==> src/rtl/injetor_seq.sv <==
// Parity-word error injector: registers the word stream with one cycle of latency and flips
// one or two bits of selected words (off / single-shot / periodic / pseudo-random).
module injetor_seq #(
  parameter int unsigned WIDTH = 9,
  parameter int unsigned IDXW  = $clog2(WIDTH),
  parameter int unsigned CNTW  = 16
) (
  input  logic              clk,
  input  logic              rst_n,
  input  logic [WIDTH-1:0]  entrada,
  input  logic              entrada_valida,
  input  logic [1:0]        modo,
  input  logic [IDXW-1:0]   n,
  input  logic              duplo,
  input  logic              disparo,
  input  logic [CNTW-1:0]   periodo,
  input  logic              limpa_contagem,
  output logic [WIDTH-1:0]  saida,
  output logic              saida_valida,
  output logic              injetado,
  output logic [CNTW-1:0]   contagem_erros
);

  typedef enum logic [1:0] {ModoOff, ModoSingle, ModoPeriod, ModoRandom} modo_e;

  localparam logic [15:0]   LfsrSeed = 16'hACE1;
  localparam logic [IDXW:0] WidthExt = (IDXW+1)'(WIDTH);

  logic              armed_q, armed_d;
  logic [CNTW-1:0]   per_q, per_d;
  logic [15:0]       lfsr_q, lfsr_d;
  logic [WIDTH-1:0]  saida_q, saida_d;
  logic              valida_q, valida_d;
  logic              inj_q, inj_d;
  logic [CNTW-1:0]   cnt_q, cnt_d;

  logic              fire;
  logic [IDXW-1:0]   idx;
  logic [IDXW:0]     rnd_ext;
  logic [IDXW:0]     idx_ext;
  logic [IDXW:0]     idx_nxt;
  logic              in_range;
  logic [WIDTH-1:0]  mask;
  logic              inject;

  always_ff @(posedge clk) begin
    if (!rst_n) begin
      armed_q  <= 1'b0;
      per_q    <= '0;
      lfsr_q   <= LfsrSeed;
      saida_q  <= '0;
      valida_q <= 1'b0;
      inj_q    <= 1'b0;
      cnt_q    <= '0;
    end else begin
      armed_q  <= armed_d;
      per_q    <= per_d;
      lfsr_q   <= lfsr_d;
      saida_q  <= saida_d;
      valida_q <= valida_d;
      inj_q    <= inj_d;
      cnt_q    <= cnt_d;
    end
  end

  // Injection decision and mode state.
  always_comb begin
    armed_d = armed_q;
    per_d   = per_q;
    fire    = 1'b0;
    idx     = n;
    // Fold the raw LFSR index back into 0..WIDTH-1.
    rnd_ext = {1'b0, lfsr_q[IDXW-1:0]};
    if (rnd_ext >= WidthExt) begin
      rnd_ext = rnd_ext - WidthExt;
    end
    unique case (modo_e'(modo))
      ModoOff: begin
        armed_d = 1'b0;
        per_d   = '0;
      end
      ModoSingle: begin
        per_d = '0;
        if (disparo) begin
          armed_d = 1'b1;
        end
        if (entrada_valida && (armed_q || disparo)) begin
          fire    = 1'b1;
          armed_d = 1'b0;
        end
      end
      ModoPeriod: begin
        armed_d = 1'b0;
        if (entrada_valida) begin
          if (periodo == '0) begin
            per_d = '0;
          end else if (per_q >= periodo - CNTW'(1)) begin
            fire  = 1'b1;
            per_d = '0;
          end else begin
            per_d = per_q + CNTW'(1);
          end
        end
      end
      ModoRandom: begin
        armed_d = 1'b0;
        per_d   = '0;
        fire    = entrada_valida && (lfsr_q[15:12] == 4'd0);
        idx     = rnd_ext[IDXW-1:0];
      end
      default: ;
    endcase

    lfsr_d = lfsr_q;
    if (entrada_valida) begin
      lfsr_d = {lfsr_q[14:0], lfsr_q[15] ^ lfsr_q[13] ^ lfsr_q[12] ^ lfsr_q[10]};
    end
  end

  // Bit mask: idx and, for double errors, its cyclic neighbour.
  always_comb begin
    idx_ext  = {1'b0, idx};
    in_range = idx_ext < WidthExt;
    idx_nxt  = (idx_ext == WidthExt - (IDXW+1)'(1)) ? '0 : idx_ext + (IDXW+1)'(1);
    mask     = '0;
    for (int i = 0; i < int'(WIDTH); i++) begin
      mask[i] = in_range && ((idx_ext == (IDXW+1)'(i)) || (duplo && (idx_nxt == (IDXW+1)'(i))));
    end
    inject = fire && in_range;
  end

  always_comb begin
    saida_d  = saida_q;
    valida_d = entrada_valida;
    inj_d    = 1'b0;
    if (entrada_valida) begin
      saida_d = inject ? (entrada ^ mask) : entrada;
      inj_d   = inject;
    end
    cnt_d = cnt_q;
    if (limpa_contagem) begin
      cnt_d = '0;
    end else if (inject && (cnt_q != '1)) begin
      cnt_d = cnt_q + CNTW'(1);
    end
  end

  assign saida          = saida_q;
  assign saida_valida   = valida_q;
  assign injetado       = inj_q;
  assign contagem_erros = cnt_q;

endmodule

==> config.mk <==
export PLATFORM = sky130hd
export DESIGN_NAME = injetor_seq
export DESIGN_NICKNAME = d
export VERILOG_FILES = /design/src/rtl/injetor_seq.sv
export SDC_FILE = /design/constraint.sdc
export NUM_CORES = 1
export LEC_CHECK = 0
export CAP_MARGIN = 20
export CORE_AREA = 2 2 103 105
export CTS_CLUSTER_DIAMETER = 40
export DETAILED_ROUTE_END_ITERATION = 8
export DIE_AREA = 0 0 105 107
export PLACE_DENSITY = 0.72
export RECOVER_POWER = 50
export SLEW_MARGIN = 25
export SYNTH_ARGS = -nofsm -noshare
export SYNTH_HDL_FRONTEND = slang
export SYNTH_SLANG_ARGS = --single-unit
==> constraint.sdc <==
create_clock -name clk -period 4.9 [get_ports clk]
set_input_delay 0.98 -clock clk [delete_from_list [all_inputs] [get_ports clk]]
set_output_delay 0.98 -clock clk [all_outputs]
set_load 0.03 [all_outputs]
==> flow_metrics.tcl, run 1 <==
set metrics [dict create \
    clock_root_buffer "sky130_fd_sc_hd__clkbuf_8" \
    timing.hold.worst.start "lfsr_q[9]$_SDFFE_PN0P_" \
    ff2ff_path_depth 13 \
    wl_met3_um 481 \
    power_density_nw_per_um2 239 \
    dr.first_iter.drc_count 148 \
    start_util_pct 38.9 \
    cts_buf_count 9 \
    tritoncts "done" \
    syn_inst 471 \
    setup.worst_path.start_class "primary input" \
    remaining_drc_errors 0 \
    grt_pass1_wl_mm 16.0 \
    timing_hold_violations_final 0 \
    crit_slowest_cell "sky130_fd_sc_hd__nor4_1" \
    rows 37 \
    ant_nets 0 \
    max-cap-violations 1 \
    postSynthNetCount 534 \
    worst_ir_drop_vdd_mv 0.120 \
    clk_pin_slew_ns 0.08 \
    synthDominantAreaCellType "sky130_fd_sc_hd__dfxtp_1" \
    mostFrequentLayoutCell "sky130_fd_sc_hd__dfxtp_1" \
    finalCritPeriodShare_pct 87.6 \
    worst_path_largest_cell_delay_ns 0.49 \
    detailroute.wirelength.met2_mm 4.37 \
    timing_worst_setup_path_type "in -> reg" \
    postCtsSetupBuffers 0 \
    area_of_all_placed_cells_without_fillers_um2 4880 \
    dp_hpwl_mm 7.03 \
    gp_congestion 0.882 \
    drt-total-wl_mm 9.43 \
    finalMaxSlewViolations 46 \
    timing.critical_path.fanout_max 18 \
    failed_checks "max-capacitance violations, max-slew violations" \
    synth-seq-cells 60 \
    syn_to_final_growth_pct 24.1 \
    clk_latency_ns 0.35 \
    path_delay_family "simple AND/OR/NAND/NOR gates" \
    setup_repair_after_global_routing_missed_its_margin "false" \
    via_count 3696 \
    yosysSeqAreaShare_pct 30.6 \
    firstDrtPassIters 4 \
    r2r_setup_slack_ns 1.42 \
    critical_path.endpoint_type "register" \
    synth-edff-count 0 \
    synth_largest_type_area_fraction_pct 30.6 \
    endpoint_arrival_time_on_the_critical_path_ns 4.56 \
    port-buffer-count 63 \
    layout-drive-gt1-share_pct 6.52 \
    wl_met1_mm 4.45 \
    grt_usage_pct 17.1 \
    synth_area_leaders "sky130_fd_sc_hd__dfxtp_1 (31%), sky130_fd_sc_hd__ha_1 (8.3%), sky130_fd_sc_hd__nor2b_1 (4.6%)" \
    n_antenna_cell 0 \
    die_w_um 105 \
    coreArea_um2 10100 \
    die_area_um2 11200 \
    die_height_um 107 \
    htree_num_levels 3 \
    r2r_start "lfsr_q[0]$_SDFFE_PN1P_" \
    grt.overflow.total 0 \
    setup-violations-final 0 \
    ios 64 \
    pin_count_of_the_biggest_net_entering_global_routing 46 \
    cp_num_cells 13 \
    worstReg2RegEnd "saida[0]$_SDFFE_PN0P_" \
    dpl_cell_area_um2 4690 \
    setup-tns-final_ns 0 \
    status "finished, violations left" \
    worst_clock_skew_ns 0.0112 \
    path_cells "clkdlybuf4s50_1 > nor4_1 > nand2_1 > nor4_1 > xnor2_1 > ha_1 > nand4_1 > a211oi_1 > a41oi_1 > nand3_1 > nand2_1 > or3_1 > a31oi_1" \
    min_period_ns 4.29 \
    worstPathBufferInverterCount 1 \
    synth-main-ff-cell "sky130_fd_sc_hd__dfxtp_1" \
    layout_common_cells "sky130_fd_sc_hd__dfxtp_1 (60), sky130_fd_sc_hd__o21ai_0 (36), sky130_fd_sc_hd__clkdlybuf4s50_1 (36), sky130_fd_sc_hd__nand2_1 (32), sky130_fd_sc_hd__nor2b_1 (29)" \
    post_cts_resized 0 \
    number_of_buffers_added_to_fix_hold_violations_after_cts 0 \
    tightest_slew_ns 1.75 \
    hold_path_end "lfsr_q[10]$_SDFFE_PN1P_" \
    synth_area_per_cell_um2 8.34 \
    crit_required_ns 5.17 \
    yosysUniqueCellTypes 66 \
    grt_antenna_before_repair 0 \
    wire_per_inst_um 14.0 \
    worst_hold_path.num_cells 2 \
    yosys_warnings 0 \
    top_achievable_clock_speed_mhz 233 \
    power.static_leakage_nw 1.81 \
    summed_instance_area_of_the_synthesized_netlist_um2 3930 \
    top_signal_layer_used "met4" \
    hp-class "reg -> reg" \
    cts.sinks 60 \
    first_global_vias 3505 \
    max-clock-path-buffers 2 \
    nets 595 \
    max_slew_margin_pct -16.5 \
    ys_async_sr_fraction_pct 0 \
    n_fill_cell 1002 \
    avgViaCountPerCell 5.49 \
]
registers in the layout (all words and copies together) (netlist names):
name / cells
saida: 9
injetado: 1
saida_valida: 1
armed_q: 1
contagem_erros: 16
per_q: 16
lfsr_q: 16
layout make-up:
| cell class | instances | area (µm²) | area share (%) |
|---|---|---|---|
| well taps | 136 | 170 | 3.49 |
| clock buffers | 10 | 128 | 2.62 |
| inverters | 15 | 58.8 | 1.21 |
| multi-input cells | 378 | 2600 | 53.2 |
| flip-flops and latches | 60 | 1200 | 24.6 |
| clock inverters | 6 | 65.1 | 1.33 |
| repair buffers | 68 | 659 | 13.5 |
worst reg2reg max path, stage by stage (launching register included):
cell and delay (ns):
sky130_fd_sc_hd__dfxtp_1 0.43, sky130_fd_sc_hd__inv_1 0.09, sky130_fd_sc_hd__ha_1 0.23, sky130_fd_sc_hd__nor3b_2 0.18, sky130_fd_sc_hd__or3_4 0.34, sky130_fd_sc_hd__a31oi_4 0.36, sky130_fd_sc_hd__inv_4 0.10, sky130_fd_sc_hd__ha_1 0.26
sky130_fd_sc_hd__a21boi_0 0.17, sky130_fd_sc_hd__o21a_1 0.21, sky130_fd_sc_hd__a211oi_1 0.49, sky130_fd_sc_hd__a2bb2oi_1 0.25, sky130_fd_sc_hd__o21ai_0 0.10, sky130_fd_sc_hd__a31oi_1 0.18
routing by layer:
layer  vias to the layer above  GRT usage (%)
met5                         -              0
met4                         0           5.43
met3                        11           3.16
met2                        93           29.3
met1                      1718           21.8
li1                       1874              -
report_power, final:
part           internal [mW]  switching [mW]
clock                  0.235           0.210
combinational         0.0949           0.110
sequential             0.503          0.0115
total                  0.832           0.331
cells by family (layout without fill, tap and decap cells):
family	count (synthesis)	count (layout)	synth area share, %
AO/OA/AOI/OAI	129	129	21.8
XOR/XNOR	21	21	4.68
adder cells (fa/ha/maj)	26	26	8.28
buffers and inverters	33	99	3.37
flip-flops	60	60	30.6
multiplexers	17	17	4.33
AND/OR/NAND/NOR	185	185	27.0
synthesized netlist by cell type (9+ instances only):
cell type                   n
sky130_fd_sc_hd__dfxtp_1   60
sky130_fd_sc_hd__clkbuf_1  13
sky130_fd_sc_hd__nand2_1   32
sky130_fd_sc_hd__a21oi_1   27
sky130_fd_sc_hd__nor3_1    10
sky130_fd_sc_hd__nand3_1   16
sky130_fd_sc_hd__inv_1     13
sky130_fd_sc_hd__o211ai_1   9
sky130_fd_sc_hd__or4_1      9
sky130_fd_sc_hd__nor3b_1   10
sky130_fd_sc_hd__or3_1     16
sky130_fd_sc_hd__and3_1    13
sky130_fd_sc_hd__xnor2_1   16
sky130_fd_sc_hd__ha_1      26
sky130_fd_sc_hd__nor2b_1   29
sky130_fd_sc_hd__nor2_1    18
sky130_fd_sc_hd__a31oi_1    9
sky130_fd_sc_hd__o21ai_0   36
sky130_fd_sc_hd__mux2i_1   17
metrics by stage:
stage / worst slack [ns] / hold WS [ns] / cells / utilization (%) / total power, mW
global placement: 0.444 / 0.455 / 657 / 46.5 / 0.726
finish: 0.607 / 0.478 / 673 / 48.3 / 1.16
detailed placement: 0.264 / 0.466 / 657 / 46.5 / 0.732
floorplan: 1.16 / 0.441 / 471 / - / 0.654
CTS: 0.605 / 0.483 / 673 / 48.4 / 1.17
global route: 0.175 / 0.519 / 673 / 48.3 / 1.21
worst max-delay path by stage:
stage | from | end | slack [ns]
after floorplan | periodo[9] | contagem_erros[15]$_SDFFE_PP0P_ | 1.16
after global placement | periodo[3] | saida[0]$_SDFFE_PN0P_ | 0.44
after detailed placement | periodo[5] | saida[6]$_SDFFE_PN0P_ | 0.26
after CTS | periodo[5] | saida[6]$_SDFFE_PN0P_ | 0.61
after global routing | periodo[5] | saida[3]$_SDFFE_PN0P_ | 0.18
final | periodo[5] | saida[2]$_SDFFE_PN0P_ | 0.61
Power figures use the tool's default switching activity.
==> run 2, diff against run 1 <==
--- a/config.mk
+++ b/config.mk
@@ -10,7 +10,7 @@
 export CTS_CLUSTER_DIAMETER = 40
 export DETAILED_ROUTE_END_ITERATION = 8
 export DIE_AREA = 0 0 105 107
-export PLACE_DENSITY = 0.72
+export PLACE_DENSITY_LB_ADDON = 0.2
 export RECOVER_POWER = 50
 export SLEW_MARGIN = 25
 export SYNTH_ARGS = -nofsm -noshare
==> run 2 against run 1 <==
  * Clock power rose by 7.6%
  * Cell area rose by 0.67%
  * Critical path depth rose by 1
  * Register-to-register slack got worse by 0.05 ns
  * Via count rose by 0.54%
  * Critical path type unchanged
  * Maximum frequency rose by 0.50%
  * Clock-buffer cell count rose by 2
  * Sequential share of layout area fell by 0.16 points
  * Critical endpoint is now contagem_erros[7]$_SDFFE_PP0P_
  * Largest cell class unchanged
  * Combinational power barely moved
  * The flow still finishes with violations (max-capacitance violations, max-slew violations)
==> flow_metrics.tcl, run 2 (same netlist as run 1, synthesis figures left out) <==
set metrics [dict create \
    critical_path.endpoint_type "register" \
    setup-violations-final 0 \
    finalMaxSlewViolations 46 \
    drt-total-wl_mm 9.41 \
    timing.critical_path.fanout_max 23 \
    mostFrequentLayoutCell "sky130_fd_sc_hd__dfxtp_1" \
    total_switching_power_uw 327 \
    worstPathBufferInverterCount 2 \
    crit_slowest_cell "sky130_fd_sc_hd__clkdlybuf4s50_1" \
    crit_required_ns 5.15 \
    totalPowerFinal_mw 1.20 \
    setup.worst_path.start_class "primary input" \
    dr.first_iter.drc_count 119 \
    cts.sinks 60 \
    grt.overflow.total 0 \
    nets 597 \
    grt_pass1_wl_mm 15.9 \
    via_count 3716 \
    die_height_um 107 \
    finish.cell_count_without_fillers 674 \
    clock_root_buffer "sky130_fd_sc_hd__clkbuf_8" \
    dp.cells 659 \
    syn_to_final_growth_pct 25.0 \
    pre_cts_slack_ns 0.297 \
    cell_internal_pwr_uw 872 \
    grt_antenna_before_repair 0 \
    power.static_leakage_nw 1.82 \
    sw_frac_of_total_pct 27.3 \
    setup-tns-final_ns 0 \
    worst_ir_drop_vdd_mv 0.151 \
    power_density_nw_per_um2 244 \
    clk_latency_ns 0.34 \
    clk_pin_slew_ns 0.08 \
    start_util_pct 38.9 \
    layout_common_cells "sky130_fd_sc_hd__dfxtp_1 (60), sky130_fd_sc_hd__o21ai_0 (36), sky130_fd_sc_hd__clkdlybuf4s50_1 (36), sky130_fd_sc_hd__nand2_1 (32), sky130_fd_sc_hd__nor2b_1 (29)" \
    setup_slack_ns 0.628 \
    finalCritPeriodShare_pct 87.2 \
    die_area_um2 11200 \
    tightest_slew_ns 1.66 \
    worst_clock_skew_ns 0.0114 \
    pin_count_of_the_biggest_net_entering_global_routing 46 \
    dpl_cell_area_um2 4700 \
    timing_worst_setup_path_type "in -> reg" \
    holdWs_ns 0.477 \
    failed_checks "max-capacitance violations, max-slew violations" \
    power.share.combinational_pct 17.3 \
    tritoncts "done" \
    gp_congestion 0.866 \
    pwr-share-clk_pct 39.9 \
    hp-class "reg -> reg" \
    max-cap-violations 1 \
    endpoint_arrival_time_on_the_critical_path_ns 4.53 \
    ant_nets 0 \
    cts_buf_count 9 \
    ios 64 \
    wire_per_inst_um 14.0 \
    dp_hpwl_mm 6.97 \
    post_cts_resized 0 \
    n_antenna_cell 0 \
    die_w_um 105 \
    timing_hold_violations_final 0 \
    postCtsSetupBuffers 0 \
    status "finished, violations left" \
    rows 37 \
    layout-drive-gt1-share_pct 6.88 \
    power.share.sequential_pct 42.8 \
    min_period_ns 4.27 \
    max_slew_margin_pct -11.0 \
    critPathMostFrequentCell "sky130_fd_sc_hd__nand3_1" \
    setup_repair_after_global_routing_missed_its_margin "false" \
    avgViaCountPerCell 5.51 \
    coreArea_um2 10100 \
    path_cells "clkdlybuf4s50_1 > nor4_1 > nand2_1 > nor3b_1 > xnor2_1 > ha_1 > nand4_1 > a211oi_1 > a41oi_1 > nand3_1 > nand3_1 > buf_4 > or4_1 > a21oi_1" \
    grt_usage_pct 17.1 \
    area_of_all_placed_cells_without_fillers_um2 4910 \
    htree_num_levels 3 \
    max-clock-path-buffers 2 \
    path_delay_family "simple AND/OR/NAND/NOR gates" \
    port-buffer-count 63 \
    number_of_buffers_added_to_fix_hold_violations_after_cts 0 \
    top_achievable_clock_speed_mhz 234 \
    firstDrtPassIters 4 \
    finish.utilization_pct 48.7 \
    remaining_drc_errors 0 \
    worst_path_largest_cell_delay_ns 0.48 \
    first_global_vias 3470 \
]
## run 2: cell count changes in the layout (fill, tap and decap cells not counted)
cell	change
sky130_fd_sc_hd__buf_4	+2
sky130_fd_sc_hd__clkbuf_1	-1
sky130_fd_sc_hd__clkbuf_8	+3
sky130_fd_sc_hd__clkinv_2	-2
sky130_fd_sc_hd__clkinv_4	-2
sky130_fd_sc_hd__clkinvlp_4	+1
## run 2: power by group through the flow
stage / Combinational (mW) / Sequential [mW] / Clock [mW]
2_1_floorplan: 0.121 / 0.534 / 0
3_3_place_gp: 0.205 / 0.525 / 0
3_5_place_dp: 0.208 / 0.525 / 0
4_1_cts: 0.209 / 0.514 / 0.488
5_1_grt: 0.228 / 0.516 / 0.508
6_report: 0.207 / 0.514 / 0.479
## run 2: path summary, 6_finish.rpt
check                         start                              to  slack (ns)  cells past startpoint
min reg2reg  lfsr_q[5]$_SDFFE_PN1P_          lfsr_q[5]$_SDFFE_PN1P_        0.48                      2
max                      periodo[3]  contagem_erros[7]$_SDFFE_PP0P_        0.63                     14
min          lfsr_q[5]$_SDFFE_PN1P_          lfsr_q[5]$_SDFFE_PN1P_        0.48                      2
max reg2reg  lfsr_q[0]$_SDFFE_PN1P_           saida[1]$_SDFFE_PN0P_        1.37                     13
## run 2: area by class of cell
cell class                      count  area, µm²
Multi-Input combinational cell    378       2600
Inverter                           15       58.8
Clock buffer                       12        165
Tap cell                          136        170
Clock inverter                      3       45.0
Sequential cell                    60       1200
Fill cell                        1017       5180
Timing Repair Buffer               70        674
## run 2: worst register-to-register path, cell delays in order, from the launching register on
cell and delay, ns:
sky130_fd_sc_hd__dfxtp_1 0.43, sky130_fd_sc_hd__inv_1 0.09, sky130_fd_sc_hd__ha_1 0.23, sky130_fd_sc_hd__nor3b_2 0.19, sky130_fd_sc_hd__or3_4 0.34, sky130_fd_sc_hd__a31oi_4 0.34, sky130_fd_sc_hd__inv_4 0.10, sky130_fd_sc_hd__ha_1 0.26
sky130_fd_sc_hd__a21boi_0 0.17, sky130_fd_sc_hd__o21a_1 0.22, sky130_fd_sc_hd__a211oi_1 0.51, sky130_fd_sc_hd__a2bb2oi_1 0.27, sky130_fd_sc_hd__o21ai_0 0.11, sky130_fd_sc_hd__a31oi_1 0.17
## run 2: per-layer routing
metal	track usage, %	share of wire, %	up-vias
met5	0	0	-
met4	5.33	1.2	0
met3	4.01	4.6	9
met2	28.8	47	100
met1	21.8	47	1729
li1	-	-	1878
==> run 3, diff against run 2 <==
--- a/config.mk
+++ b/config.mk
@@ -5,7 +5,6 @@
 export SDC_FILE = /design/constraint.sdc
 export NUM_CORES = 1
 export LEC_CHECK = 0
-export CAP_MARGIN = 20
 export CORE_AREA = 2 2 103 105
 export CTS_CLUSTER_DIAMETER = 40
 export DETAILED_ROUTE_END_ITERATION = 8
==> constraint.sdc (replaced) <==
create_clock -name clk -period 4.7 [get_ports clk]
set_input_delay 0.94 -clock clk [delete_from_list [all_inputs] [get_ports clk]]
set_output_delay 0.94 -clock clk [all_outputs]
set_load 0.03 [all_outputs]
==> run 3 against run 2 <==
  * The flow still finishes with violations (max-capacitance violations, max-slew violations)
  * Clock skew decreased by 0.0029 ns
  * Critical path depth unchanged
  * Clock-buffer cell count decreased by 2
  * Non-clock buffer count decreased by 1
  * Combinational power increased by 4%
  * Sequential power increased by 4.3%
  * Worst hold slack improved by 0.00092 ns
  * First-iteration DRC count increased by 37%
  * Die area unchanged
  * Cell count unchanged
==> flow_metrics.tcl, run 3 (same netlist as run 1, synthesis figures left out) <==
set metrics [dict create \
    mostFrequentLayoutCell "sky130_fd_sc_hd__dfxtp_1" \
    timing_worst_setup_path_type "in -> reg" \
    power_density_nw_per_um2 249 \
    setup_repair_after_global_routing_missed_its_margin "false" \
    port-buffer-count 63 \
    max-cap-violations 1 \
    htree_num_levels 3 \
    coreArea_um2 10100 \
    worst_clock_skew_ns 0.00851 \
    die_area_um2 11200 \
    postCtsSetupBuffers 0 \
    remaining_drc_errors 0 \
    n_fill_cell 1042 \
    tightest_slew_ns 1.77 \
    critical_path.endpoint_type "register" \
    grt_usage_pct 17.0 \
    min_period_ns 4.18 \
    hp-class "reg -> reg" \
    layout_common_cells "sky130_fd_sc_hd__dfxtp_1 (60), sky130_fd_sc_hd__o21ai_0 (36), sky130_fd_sc_hd__clkdlybuf4s50_1 (36), sky130_fd_sc_hd__nand2_1 (32), sky130_fd_sc_hd__nor2b_1 (29)" \
    layout-drive-gt1-share_pct 6.69 \
    ios 64 \
    max_slew_margin_pct -17.9 \
    timing.critical_path.fanout_max 18 \
    totalPowerFinal_mw 1.22 \
    clock_root_buffer "sky130_fd_sc_hd__clkbuf_8" \
    die_height_um 107 \
    power.static_leakage_nw 1.82 \
    gp_congestion 0.826 \
    first_global_vias 3419 \
    finalMaxSlewViolations 46 \
    tritoncts "done" \
    failed_checks "max-capacitance violations, max-slew violations" \
    status "finished, violations left" \
    grt.overflow.total 0 \
    setup-violations-final 0 \
    clk_pin_slew_ns 0.07 \
    firstDrtPassIters 4 \
    crit_required_ns 4.96 \
    worst_ir_drop_vdd_mv 0.136 \
    dp_hpwl_mm 6.89 \
    cts_buf_count 9 \
    setup.worst_path.start_class "primary input" \
    number_of_buffers_added_to_fix_hold_violations_after_cts 0 \
    pre_cts_slack_ns 0.170 \
    pin_count_of_the_biggest_net_entering_global_routing 46 \
    grt_antenna_before_repair 0 \
    die_w_um 105 \
    top_achievable_clock_speed_mhz 239 \
    syn_to_final_growth_pct 24.3 \
    drt-total-wl_mm 9.47 \
    cts.sinks 60 \
    start_util_pct 38.9 \
    avgViaCountPerCell 5.47 \
    rows 37 \
    via_count 3690 \
    holdWs_ns 0.478 \
    setup_slack_ns 0.519 \
    max-clock-path-buffers 2 \
    post_cts_resized 0 \
    finalCritPeriodShare_pct 89.0 \
    timing_hold_violations_final 0 \
    setup-tns-final_ns 0 \
    clk_latency_ns 0.35 \
    nets 596 \
    ant_nets 0 \
    wire_per_inst_um 14.1 \
    dr.first_iter.drc_count 163 \
    n_antenna_cell 0 \
    endpoint_arrival_time_on_the_critical_path_ns 4.44 \
    grt_pass1_wl_mm 15.6 \
]
run 3: layer usage:
metal | share of wire (%) | GRT usage [%]
met5 | 0 | 0
met4 | 1.4 | 5.90
met3 | 4.4 | 3.89
met2 | 46 | 28.5
met1 | 48 | 21.5
run 3: layout make-up:
cell class                 instances  area (µm²)  area share (%)
multi-input combinational        378        2600            53.1
sequential                        60        1200            24.6
timing repair buffer              69         667            13.6
tap                              136         170            3.48
clock buffer                      10         128            2.61
clock inverter                     6        65.1            1.33
inverter                          15        58.8            1.20
run 3: power by group:
group          total (mW)  leakage [nW]  internal (mW)  switching, mW
clock               0.464        0.0962          0.245          0.220
sequential          0.536         0.489          0.524         0.0116
combinational       0.215          1.23         0.0993          0.116
run 3: path summary, 6_finish.rpt:
check	end	slack [ns]	startpoint	depth (start not counted)
worst min-delay path	lfsr_q[5]$_SDFFE_PN1P_	0.48	lfsr_q[5]$_SDFFE_PN1P_	2
worst max-delay path	saida[6]$_SDFFE_PN0P_	0.52	periodo[9]	14
worst min register to register	lfsr_q[5]$_SDFFE_PN1P_	0.48	lfsr_q[5]$_SDFFE_PN1P_	2
worst max register to register	saida[1]$_SDFFE_PN0P_	1.18	lfsr_q[0]$_SDFFE_PN1P_	13
run 3: stage by stage:
stage	util (%)	instance area, µm²	cells
after global routing	48.4	4890	674
after detailed placement	46.5	4700	658
after floorplan	-	3930	471
after CTS	48.5	4890	674
after global placement	46.5	4700	658
final	48.4	4890	674
run 3: worst max-delay path: stages:
cell,delay (ns)
sky130_fd_sc_hd__clkdlybuf4s50_1,0.47
sky130_fd_sc_hd__nor4_2,0.37
sky130_fd_sc_hd__nand2_1,0.13
sky130_fd_sc_hd__or3_1,0.36
sky130_fd_sc_hd__nor2_1,0.13
sky130_fd_sc_hd__xnor2_1,0.08
sky130_fd_sc_hd__ha_1,0.30
sky130_fd_sc_hd__nand4_1,0.12
sky130_fd_sc_hd__a211oi_1,0.19
sky130_fd_sc_hd__a41oi_1,0.20
sky130_fd_sc_hd__nand3_1,0.20
sky130_fd_sc_hd__nand2_1,0.33
sky130_fd_sc_hd__or3_1,0.45
sky130_fd_sc_hd__a31oi_1,0.18
